==> src/rtl/dp_tpp_sched_if.sv <==
// Control bundle between the triple-pingpong slot scheduler and the dp datapath.
// The scheduler side takes the master modport; the datapath or bench side takes the slave modport.
interface dp_tpp_sched_if #(
    parameter int TILE_W    = 6,
    parameter int LOG_SPLIT = 2
);
    logic                 i_start;
    logic [1:0]           i_mode;
    logic [TILE_W-1:0]    i_num_tiles;
    logic                 o_busy;
    logic                 o_done;
    logic                 o_err;
    logic [1:0]           o_mode;
    logic                 o_axi_req;
    logic [TILE_W-1:0]    o_axi_tile;
    logic                 i_axi_done;
    logic                 o_ntt_start;
    logic [LOG_SPLIT-1:0] o_ntt_split;
    logic                 i_ntt_done;
    logic                 o_wruram_start;
    logic                 o_madd_start;
    logic [LOG_SPLIT-1:0] o_post_split;
    logic                 i_post_done;
    logic                 o_rotate;
    logic [TILE_W:0]      o_slot;

    modport master (
        input  i_start, i_mode, i_num_tiles, i_axi_done, i_ntt_done, i_post_done,
        output o_busy, o_done, o_err, o_mode, o_axi_req, o_axi_tile, o_ntt_start,
               o_ntt_split, o_wruram_start, o_madd_start, o_post_split, o_rotate, o_slot
    );

    modport slave (
        output i_start, i_mode, i_num_tiles, i_axi_done, i_ntt_done, i_post_done,
        input  o_busy, o_done, o_err, o_mode, o_axi_req, o_axi_tile, o_ntt_start,
               o_ntt_split, o_wruram_start, o_madd_start, o_post_split, o_rotate, o_slot
    );
endinterface

==> src/rtl/dp_tpp_sched.sv <==
// Slot scheduler for the triple-pingpong datapath: overlaps load, NTT and post
// stages over N+2 slots and pulses a buffer rotate once every active stage is done.
module dp_tpp_sched #(
    parameter int NUM_SPLIT = 4,
    parameter int TILE_W    = 6,
    parameter int LOG_SPLIT = 2
) (
    input  logic               clk,
    input  logic               rst,
    dp_tpp_sched_if.master     bus
);
    typedef enum logic [2:0] {IDLE, ISSUE, WAIT, ROTATE, FIN} state_t;

    localparam logic [1:0] MODE_CT = 2'b01;
    localparam logic [1:0] MODE_PT = 2'b10;

    state_t              state_reg, state_next;
    logic [1:0]          mode_reg, mode_next;
    logic [TILE_W-1:0]   num_reg, num_next;
    logic [TILE_W:0]     slot_reg, slot_next;
    logic [2:0]          flag_reg, flag_next;
    logic                err_reg, err_next;

    logic                in_job;
    logic [TILE_W:0]     num_ext;
    logic [TILE_W:0]     last_slot;
    logic [2:0]          active;
    logic [2:0]          done_in;
    logic [2:0]          flag_issue;
    logic [2:0]          flag_wait;
    logic                mode_legal;
    logic                post_go;
    logic [TILE_W:0]     stage_tile  [1:2];
    logic [LOG_SPLIT-1:0] stage_split [1:2];

    function automatic logic [LOG_SPLIT-1:0] split_of(input logic [TILE_W:0] tile);
        return LOG_SPLIT'(tile % (TILE_W+1)'(NUM_SPLIT));
    endfunction

    assign in_job     = (state_reg == ISSUE) || (state_reg == WAIT) || (state_reg == ROTATE);
    assign num_ext    = {1'b0, num_reg};
    assign last_slot  = num_ext + (TILE_W+1)'(1);
    assign mode_legal = (bus.i_mode == MODE_CT) || (bus.i_mode == MODE_PT);

    // Stage 0 loads tile s, stage 1 transforms tile s-1, stage 2 posts tile s-2.
    assign active[0] = in_job && (slot_reg < num_ext);
    assign active[1] = in_job && (slot_reg >= (TILE_W+1)'(1)) && (slot_reg <= num_ext);
    assign active[2] = in_job && (slot_reg >= (TILE_W+1)'(2)) && (slot_reg <= last_slot);
    assign done_in   = {bus.i_post_done, bus.i_ntt_done, bus.i_axi_done};

    generate
        for (genvar gi = 0; gi < 3; gi++) begin : g_flag
            // Inactive stages count as finished for the whole slot.
            assign flag_issue[gi] = ~active[gi];
            assign flag_wait[gi]  = flag_reg[gi] | (active[gi] & done_in[gi]);
        end
        for (genvar gi = 1; gi < 3; gi++) begin : g_split
            assign stage_tile[gi]  = slot_reg - (TILE_W+1)'(gi);
            assign stage_split[gi] = active[gi] ? split_of(stage_tile[gi]) : '0;
        end
    endgenerate

    always_comb begin
        state_next = state_reg;
        mode_next  = mode_reg;
        num_next   = num_reg;
        slot_next  = slot_reg;
        flag_next  = flag_reg;
        err_next   = 1'b0;
        case (state_reg)
            IDLE: begin
                if (bus.i_start) begin
                    if (mode_legal) begin
                        mode_next  = bus.i_mode;
                        num_next   = bus.i_num_tiles;
                        slot_next  = '0;
                        flag_next  = '0;
                        state_next = (bus.i_num_tiles == '0) ? FIN : ISSUE;
                    end else begin
                        err_next = 1'b1;
                    end
                end
            end
            ISSUE: begin
                flag_next  = flag_issue;
                state_next = WAIT;
            end
            WAIT: begin
                flag_next = flag_wait;
                if (&flag_wait) begin
                    state_next = ROTATE;
                end
            end
            ROTATE: begin
                if (slot_reg == last_slot) begin
                    state_next = FIN;
                end else begin
                    slot_next  = slot_reg + (TILE_W+1)'(1);
                    state_next = ISSUE;
                end
            end
            FIN: begin
                state_next = IDLE;
            end
            default: begin
                state_next = IDLE;
            end
        endcase
    end

    always_ff @(posedge clk) begin
        if (rst) begin
            state_reg <= IDLE;
            mode_reg  <= '0;
            num_reg   <= '0;
            slot_reg  <= '0;
            flag_reg  <= '0;
            err_reg   <= 1'b0;
        end else begin
            state_reg <= state_next;
            mode_reg  <= mode_next;
            num_reg   <= num_next;
            slot_reg  <= slot_next;
            flag_reg  <= flag_next;
            err_reg   <= err_next;
        end
    end

    assign post_go            = (state_reg == ISSUE) && active[2];
    assign bus.o_axi_req      = (state_reg == ISSUE) && active[0];
    assign bus.o_axi_tile     = active[0] ? slot_reg[TILE_W-1:0] : '0;
    assign bus.o_ntt_start    = (state_reg == ISSUE) && active[1];
    assign bus.o_ntt_split    = stage_split[1];
    assign bus.o_wruram_start = post_go && (mode_reg == MODE_CT);
    assign bus.o_madd_start   = post_go && (mode_reg != MODE_CT);
    assign bus.o_post_split   = stage_split[2];
    assign bus.o_rotate       = (state_reg == ROTATE);
    assign bus.o_done         = (state_reg == FIN);
    assign bus.o_busy         = (state_reg != IDLE);
    assign bus.o_err          = err_reg;
    assign bus.o_mode         = mode_reg;
    assign bus.o_slot         = slot_reg;
endmodule

==> src/flat_wrapper.sv <==
// flat-port wrapper written by rule: the top's interface ports become plain ports
module dp_tpp_sched_flat 
#(
    parameter int NUM_SPLIT = 4,
    parameter int TILE_W    = 6,
    parameter int LOG_SPLIT = 2
)
  (clk, rst, bus_i_start, bus_i_mode, bus_i_num_tiles, bus_i_axi_done, bus_i_ntt_done, bus_i_post_done, bus_o_busy, bus_o_done, bus_o_err, bus_o_mode, bus_o_axi_req, bus_o_axi_tile, bus_o_ntt_start, bus_o_ntt_split, bus_o_wruram_start, bus_o_madd_start, bus_o_post_split, bus_o_rotate, bus_o_slot);
  dp_tpp_sched_if #(.TILE_W(TILE_W), .LOG_SPLIT(LOG_SPLIT)) bus_i ();
  input  logic clk;
  input  logic rst;
  input wire logic [$bits(bus_i.i_start)-1:0] bus_i_start;
  input wire logic [$bits(bus_i.i_mode)-1:0] bus_i_mode;
  input wire logic [$bits(bus_i.i_num_tiles)-1:0] bus_i_num_tiles;
  input wire logic [$bits(bus_i.i_axi_done)-1:0] bus_i_axi_done;
  input wire logic [$bits(bus_i.i_ntt_done)-1:0] bus_i_ntt_done;
  input wire logic [$bits(bus_i.i_post_done)-1:0] bus_i_post_done;
  output wire logic [$bits(bus_i.o_busy)-1:0] bus_o_busy;
  output wire logic [$bits(bus_i.o_done)-1:0] bus_o_done;
  output wire logic [$bits(bus_i.o_err)-1:0] bus_o_err;
  output wire logic [$bits(bus_i.o_mode)-1:0] bus_o_mode;
  output wire logic [$bits(bus_i.o_axi_req)-1:0] bus_o_axi_req;
  output wire logic [$bits(bus_i.o_axi_tile)-1:0] bus_o_axi_tile;
  output wire logic [$bits(bus_i.o_ntt_start)-1:0] bus_o_ntt_start;
  output wire logic [$bits(bus_i.o_ntt_split)-1:0] bus_o_ntt_split;
  output wire logic [$bits(bus_i.o_wruram_start)-1:0] bus_o_wruram_start;
  output wire logic [$bits(bus_i.o_madd_start)-1:0] bus_o_madd_start;
  output wire logic [$bits(bus_i.o_post_split)-1:0] bus_o_post_split;
  output wire logic [$bits(bus_i.o_rotate)-1:0] bus_o_rotate;
  output wire logic [$bits(bus_i.o_slot)-1:0] bus_o_slot;
  assign bus_i.i_start = bus_i_start;
  assign bus_i.i_mode = bus_i_mode;
  assign bus_i.i_num_tiles = bus_i_num_tiles;
  assign bus_i.i_axi_done = bus_i_axi_done;
  assign bus_i.i_ntt_done = bus_i_ntt_done;
  assign bus_i.i_post_done = bus_i_post_done;
  assign bus_o_busy = bus_i.o_busy;
  assign bus_o_done = bus_i.o_done;
  assign bus_o_err = bus_i.o_err;
  assign bus_o_mode = bus_i.o_mode;
  assign bus_o_axi_req = bus_i.o_axi_req;
  assign bus_o_axi_tile = bus_i.o_axi_tile;
  assign bus_o_ntt_start = bus_i.o_ntt_start;
  assign bus_o_ntt_split = bus_i.o_ntt_split;
  assign bus_o_wruram_start = bus_i.o_wruram_start;
  assign bus_o_madd_start = bus_i.o_madd_start;
  assign bus_o_post_split = bus_i.o_post_split;
  assign bus_o_rotate = bus_i.o_rotate;
  assign bus_o_slot = bus_i.o_slot;
  dp_tpp_sched #(.NUM_SPLIT(NUM_SPLIT), .TILE_W(TILE_W), .LOG_SPLIT(LOG_SPLIT)) u_core (.clk(clk), .rst(rst), .bus(bus_i));
endmodule
==> config.mk <==
export PLATFORM = sky130hd
export DESIGN_NAME = dp_tpp_sched_flat
export DESIGN_NICKNAME = d
export VERILOG_FILES = /design/src/rtl/dp_tpp_sched_if.sv /design/src/rtl/dp_tpp_sched.sv /design/src/flat_wrapper.sv
export SDC_FILE = /design/constraint.sdc
export NUM_CORES = 1
export LEC_CHECK = 0
export ABC_CLOCK_PERIOD_IN_PS = 3780
export CAP_MARGIN = 30
export CORE_ASPECT_RATIO = 0.9
export CORE_MARGIN = 4
export CORE_UTILIZATION = 50
export CTS_BUF_LIST = sky130_fd_sc_hd__clkbuf_8
export CTS_CLUSTER_DIAMETER = 200
export DETAILED_ROUTE_END_ITERATION = 8
export GPL_ROUTABILITY_DRIVEN = 0
export GPL_TIMING_DRIVEN = 0
export PLACE_DENSITY = 0.81
export SETUP_SLACK_MARGIN = 0.2
export SYNTH_ARGS = -nofsm -noshare
export SYNTH_HDL_FRONTEND = slang
export SYNTH_SLANG_ARGS = --single-unit
==> constraint.sdc <==
create_clock -name clk -period 3.78 [get_ports clk]
set_input_delay 0.567 -clock clk [delete_from_list [all_inputs] [get_ports clk]]
set_output_delay 0.567 -clock clk [all_outputs]
set_load 0.01 [all_outputs]
==> impl_metrics.ini, run 1 <==
[timing]
fin_ws_ns = 0.4530
finalMaxSlewViolations = 0
tightest_slew_ns = 0.7181
setup_violations = 0
final_hold_viol_count = 0
fin_skew_ns = 0.002965
finalCriticalPeriod_ns = 3.327
fin_tns_setup_ns = 0
max_slew_margin_pct = 52.03
holdWs_ns = 0.4834
rsz0062_at_grt = false
min_period_over_period_pct = 88.02
timing.fmax_mhz = 300.6

[cts]
cts_inserted_buffers = 3
htreeDepth = 1
cts_tree = done
insertion_delay_ns = 0.26
root_buffer = clkbuf_8
clock-sinks = 22
clk_pin_slew_ns = 0.08
hold_buffers = 0
clockBufferDepth = 2

[logic_synthesis]
syn_area_per_cell_um2 = 8.428
synth-seq-cells = 22
synth_top_flop_cell = dfxtp_1
syn_area_um2 = 1627
ys_seq_area_share_pct = 27.08
syn_inst = 193
synthArstFlopShare_pct = 0
synth_edf_count = 0
yosys_warnings = 0
ys_types = 47
synth_nets = 224

[floorplan]
dieArea_um2 = 4231
row_count = 19
core_area_um2 = 3090
start_util_pct = 52.63
pin_count = 41
fp.dieH_um = 62.11
die_x_um = 68.12

[power_and_ir_drop]
p_per_area_nw_per_um2 = 414.0
vdd_drop_max_mv = 0.3744
p_leak_nw = 0.8872
p_total_mw = 0.8883

[global_route]
grt_util_met1_pct = 28.02
grt_pass1_wl_um = 6596
grt_busiest_layer = met2
grt_max_degree = 13
met3_usage_pct = 4.685
antenna_found_initial = 0
overflow = 0
grt_pass1_vias = 1464
use_met2_pct = 29.12
grt.total_usage_pct = 19.65

[placement]
port_buffers = 39
placed_cell_area_um2 = 2069
post-place-ws_ns = 0.5539
dp_hpwl_um = 2980

[layout]
seq_area_um2 = 444.2
drive_gt1_share_pct = 12.66
fillerInstances = 254
antenna_cells = 0
area_growth_syn_to_layout_pct = 31.92
finish.instance_area_um2 = 2146
largest_reg_flops = 7
finalNetCount = 269
multiInputGateArea_um2 = 1089

[run]
maxCapViolCount = 0

[status]
status = finished, final reports clean

[routing]
drtIter0Drc = 83
drc = 0
wirelength_um = 3844
routedWlPerCell_um = 13.78
first_pass_iters = 4
routed_via_density = 5.462
antenna_left = 0
vias = 1524

[critical_path]
required_ns = 3.21
worst-endpoint-arrival_ns = 2.76
cp-start-kind = register
crit_fanout = 5
crit_type = register to primary output
cp-end-kind = primary output

[hold_path]
min_path_type = register to register
-- cells in the mapped netlist (3+ instances only) --
library cell / instances / area (um2)
xor2_1: 6 / 52.55
nor3b_1: 3 / 22.52
a21oi_1: 10 / 50.05
mux2i_1: 7 / 70.07
nand4_1: 3 / 18.77
nand2_1: 8 / 30.03
nor2_1: 26 / 97.59
and3_2: 6 / 45.04
or2_1: 3 / 18.77
ha_1: 17 / 212.7
and2_1: 3 / 18.77
and3_1: 3 / 18.77
nor4_1: 3 / 18.77
buf_4: 3 / 22.52
dfxtp_1: 22 / 440.4
inv_1: 12 / 45.04
o21ai_0: 4 / 20.02
a31oi_1: 4 / 25.02
xnor2_1: 5 / 43.79
nor3_1: 8 / 40.04
nand3_1: 6 / 30.03
-- stage by stage --
stage | cells | util, %
after detailed placement | 274 | 66.96
after global routing | 279 | 69.43
after floorplan | 193 | -
final | 279 | 69.43
after global placement | 274 | 66.96
after CTS | 278 | 68.74
-- final cells by class --
class | instances | share of cell area [%]
tap | 42 | 2.449
sequential | 22 | 20.70
buffer | 8 | 2.682
inverter | 12 | 2.099
multi-input combinational | 151 | 50.73
clock buffer | 4 | 2.566
timing repair buffer | 40 | 18.78
-- worst paths after layout --
path	start	end	slack [ns]	cells past startpoint
setup reg to reg	u_core.num_reg[0]	u_core.flag_reg[2]	1.33	11
hold / removal	u_core.flag_reg[2]	u_core.flag_reg[2]	0.48	2
setup / recovery	u_core.num_reg[0]	bus_o_post_split[1]	0.45	10
hold reg to reg	u_core.flag_reg[2]	u_core.flag_reg[2]	0.48	2
-- kinds of logic after synthesis --
family | Yosys count | synth area share [%]
muxes | 8 | 5.000
adders and majority gates | 17 | 13.08
buffers and inverters | 20 | 6.307
DFF | 22 | 27.08
xor gates and xnor gates | 11 | 5.923
AOI/OAI and AO/OA | 35 | 16.46
and+or+nand+nor | 80 | 26.15
-- cells in the final DEF (no fill, tap or decap), types with 2 or more instances in the layout --
cell | netlist | routed
nor3_1 | 8 | 8
nand2_1 | 8 | 8
and2_1 | 3 | 3
xnor2_1 | 5 | 5
xor2_1 | 6 | 6
clkdlybuf4s50_1 | 0 | 37
nand4_1 | 3 | 3
o21ai_0 | 4 | 4
nand3_1 | 6 | 6
nor3b_1 | 3 | 3
clkbuf_1 | 2 | 2
buf_6 | 2 | 2
a211o_1 | 2 | 2
and3_2 | 6 | 6
a21oi_2 | 2 | 2
nor4_1 | 3 | 3
a21oi_1 | 10 | 10
or2_1 | 3 | 2
dlymetal6s2s_1 | 0 | 2
and3_1 | 3 | 3
mux2i_1 | 7 | 7
a31oi_1 | 4 | 4
dfxtp_1 | 22 | 19
dfxtp_2 | 0 | 3
nand3b_1 | 2 | 2
ha_1 | 17 | 16
clkbuf_8 | 0 | 4
buf_4 | 3 | 4
nor2_1 | 26 | 26
inv_1 | 12 | 12
-- what timing repair did --
action,in CTS,in global routing
gates resized for setup,0,7
setup endpoints to repair,0,4
buffers inserted,0,1
-- per-layer routing --
| layer | routed length [um] | up-vias | share of wire [%] |
|---|---|---|---|
| li1 | - | 778 | - |
| met1 | 1885 | 698 | 49 |
| met2 | 1693 | 39 | 44 |
| met3 | 206 | 9 | 5.4 |
| met4 | 57 | 0 | 1.5 |
| met5 | 0 | - | 0 |
-- worst max-delay path, cell delays in order, from the launching register on --
cell and delay, ns:
dfxtp_2 0.37, ha_2 0.21, and3_1 0.16, nand3_1 0.08, ha_1 0.32, nand4_1 0.17
or2_4 0.31, o21ai_2 0.07, nand2_1 0.14, nor2_1 0.12, clkdlybuf4s50_1 0.54
-- report_power, final --
part           switching (mW)  internal (mW)
registers              0.0227          0.266
logic                   0.238          0.193
clock network          0.0755         0.0928
total                   0.336          0.552
No activity file was read; power rests on OpenSTA's default activity.
==> run 2: changes to the inputs <==
--- a/config.mk
+++ b/config.mk
@@ -5,7 +5,8 @@
 export SDC_FILE = /design/constraint.sdc
 export NUM_CORES = 1
 export LEC_CHECK = 0
-export ABC_CLOCK_PERIOD_IN_PS = 3780
+export ABC_AREA = 1
+export ABC_CLOCK_PERIOD_IN_PS = 3940
 export CAP_MARGIN = 30
 export CORE_ASPECT_RATIO = 0.9
 export CORE_MARGIN = 4
==> constraint.sdc (replaced) <==
create_clock -name clk -period 3.94 [get_ports clk]
set_input_delay 0.591 -clock clk [delete_from_list [all_inputs] [get_ports clk]]
set_output_delay 0.591 -clock clk [all_outputs]
set_load 0.01 [all_outputs]
==> run 2 against run 1 <==
  * Critical path depth rose by 2
  * Utilization fell by 0.48 points
  * Routed wire length shrank 7.9%
  * Critical endpoint is now bus_o_madd_start
==> impl_metrics.ini, run 2 <==
[floorplan]
dieArea_um2 = 4185
start_util_pct = 52.39
die_x_um = 67.75
row_count = 19
pin_count = 41
core_area_um2 = 3067
fp.dieH_um = 61.78

[global_route]
grt_max_degree = 13
antenna_found_initial = 0
grt.total_usage_pct = 18.74
overflow = 0
grt_pass1_vias = 1417
grt_pass1_wl_um = 6003

[critical_path]
cpMaxStageDelayCell = clkdlybuf4s50_1
crit_fanout = 4
cp_cell_sequence = ha_1, nand2_1, nor2_1, nand3_1, ha_1, nand2_1, nor2_1, nand4_1, nand2_1, nand3_1, a21oi_1, clkdlybuf4s50_1
worst_path_most_repeated_cell = nand2_1
r2r_cells = 15
r2r_start = u_core.num_reg[0]
worstSetupPathDepth = 12
crit_family = simple AND/OR/NAND/NOR gates
crit_buf_inv = 1
max_stage_delay_ns = 0.56
worst-endpoint-arrival_ns = 2.85
required_ns = 3.35
reg2reg_slack_ns = 1.63
cp-start-kind = register
cp-end-kind = primary output
rr_endpoint = u_core.state_reg[0]
crit_type = register to primary output

[cts]
clockBufferDepth = 2
hold_buffers = 0
htreeDepth = 1
clk_pin_slew_ns = 0.08
cts_inserted_buffers = 3
root_buffer = clkbuf_8
cts.repair_timing.setup_buffer_count = 0
insertion_delay_ns = 0.26
cts_resized = 0
cts_tree = done
clock-sinks = 22

[placement]
placed_cell_area_um2 = 2059
post-place-ws_ns = 0.7990
dp_hpwl_um = 2924
dp_cells = 321
port_buffers = 40

[hold_path]
min_path_type = register to register
min_path_cells = 2
hold_start = u_core.flag_reg[0]
min_to = u_core.flag_reg[0]

[routing]
wl_met1_um = 1736
first_pass_iters = 4
routedWlPerCell_um = 10.89
drtIter0Drc = 80
routed_via_density = 4.852
antenna_left = 0
vias = 1577
highest_layer = met4
drc = 0
wirelength_um = 3539
dr_wl_met2_um = 1565
dr_wl_met3_um = 216

[logic_synthesis]
synth_top_area_share_pct = 27.41
synth_simple_gate_area_share_pct = 33.57
syn_area_um2 = 1607
ys_seq_area_share_pct = 27.41
synth_top_family_by_area = simple AND/OR/NAND/NOR gates
synthAdderAreaFrac_pct = 13.24
synth_most_common_cell = nand2_1
synth-seq-cells = 22
ys_types = 27
syn_area_per_cell_um2 = 6.722
yosysTopAreaCell = dfxtp_1
synth-compound-area-share_pct = 12.38
syn_inst = 239
yosys_warnings = 0
synth_area_leaders = dfxtp_1 (27%), ha_1 (13%), nand2_1 (11%)
synthArstFlopShare_pct = 0
synth_nets = 270
ys_top_cells_by_count = nand2_1 (49), inv_1 (36), nor2_1 (35)
muxShareOfSynthArea_pct = 0
synth_top_flop_cell = dfxtp_1
synth_xor_area_share_pct = 3.738
synth_edf_count = 0

[power_and_ir_drop]
vdd_drop_max_mv = 0.2809
p_per_area_nw_per_um2 = 358.2
p_leak_nw = 0.8878

[timing]
finalMaxSlewViolations = 0
holdWs_ns = 0.4937
timing.fmax_mhz = 290.5
tightest_slew_ns = 0.5837
final_hold_viol_count = 0
rsz0062_at_grt = false
finalCriticalPeriod_ns = 3.443
min_period_over_period_pct = 87.38
max_slew_margin_pct = 60.79
fin_tns_setup_ns = 0
fin_ws_ns = 0.4974
setup_violations = 0
fin_skew_ns = 0.003084

[layout]
layout_commonest_cell = nand2_1
finalNetCount = 315
area_growth_syn_to_layout_pct = 31.62
drive_gt1_share_pct = 7.420
seq_area_um2 = 440.4
finish.instance_area_um2 = 2115
final_cells = 325
final_cell_mix = nand2_1 (49), clkdlybuf4s50_1 (40), inv_1 (36), nor2_1 (35), dfxtp_1 (22)
antenna_cells = 0
largest_reg_flops = 7
multiInputGateArea_um2 = 1011
fillerInstances = 276

[status]
status = finished, final reports clean

[run]
maxCapViolCount = 0
run 2: cells by family (layout without fill, tap and decap cells):
family,Yosys count,after routing
compound gates,36,36
xor+xnor,6,6
fa+ha+maj,17,17
buf+inv,41,85
flops,22,22
simple gates,117,117
run 2: final cells by class:
type / instances / share of cell area, %
Buffer: 2 / 0.4142
Multi-Input combinational cell: 176 / 47.81
Tap cell: 42 / 2.485
Sequential cell: 22 / 20.83
Inverter: 39 / 6.923
Timing Repair Buffer: 40 / 18.93
Clock buffer: 4 / 2.604
run 2: through the flow:
step,power (mW),utilization (%)
final,0.7575,68.95
after global routing,0.8166,68.95
after CTS,0.7604,68.95
after global placement,0.5933,67.16
after floorplan,0.4913,-
after detailed placement,0.5992,67.16
run 2: report_power, final:
group          total, mW  internal [mW]  leakage [nW]  switching, mW
Clock              0.162         0.0890        0.0288         0.0727
Sequential         0.270          0.249         0.180         0.0219
Combinational      0.325          0.130         0.680          0.195
run 2: worst register-to-register path, stage by stage (launching register included):
cell and delay (ns):
dfxtp_1 0.38, ha_1 0.20, nand2_1 0.06, nor2_1 0.14, nand3_1 0.11, ha_1 0.31
nand2_1 0.07, nor2_1 0.16, nand4_1 0.17, nand2_1 0.15, nand3_1 0.08, nand2_1 0.09
nand3_1 0.07, nand2_1 0.10, nand3_1 0.07, nor2_1 0.09
run 2: how the worst max path moves through the flow:
stage / startpoint / endpoint / slack (ns)
global placement: u_core.num_reg[0] / bus_o_madd_start / 0.82
global route: u_core.num_reg[0] / bus_o_madd_start / 0.32
finish: u_core.num_reg[0] / bus_o_madd_start / 0.50
CTS: u_core.num_reg[0] / bus_o_madd_start / 0.48
floorplan: u_core.num_reg[0] / bus_o_madd_start / 1.51
detailed placement: u_core.num_reg[0] / bus_o_madd_start / 0.80
run 2: routing by layer:
metal	global-route usage [%]	vias to the layer above
met4	2.601	0
met2	31.90	49
met5	0	-
met1	25.28	676
met3	3.777	2
li1	-	850
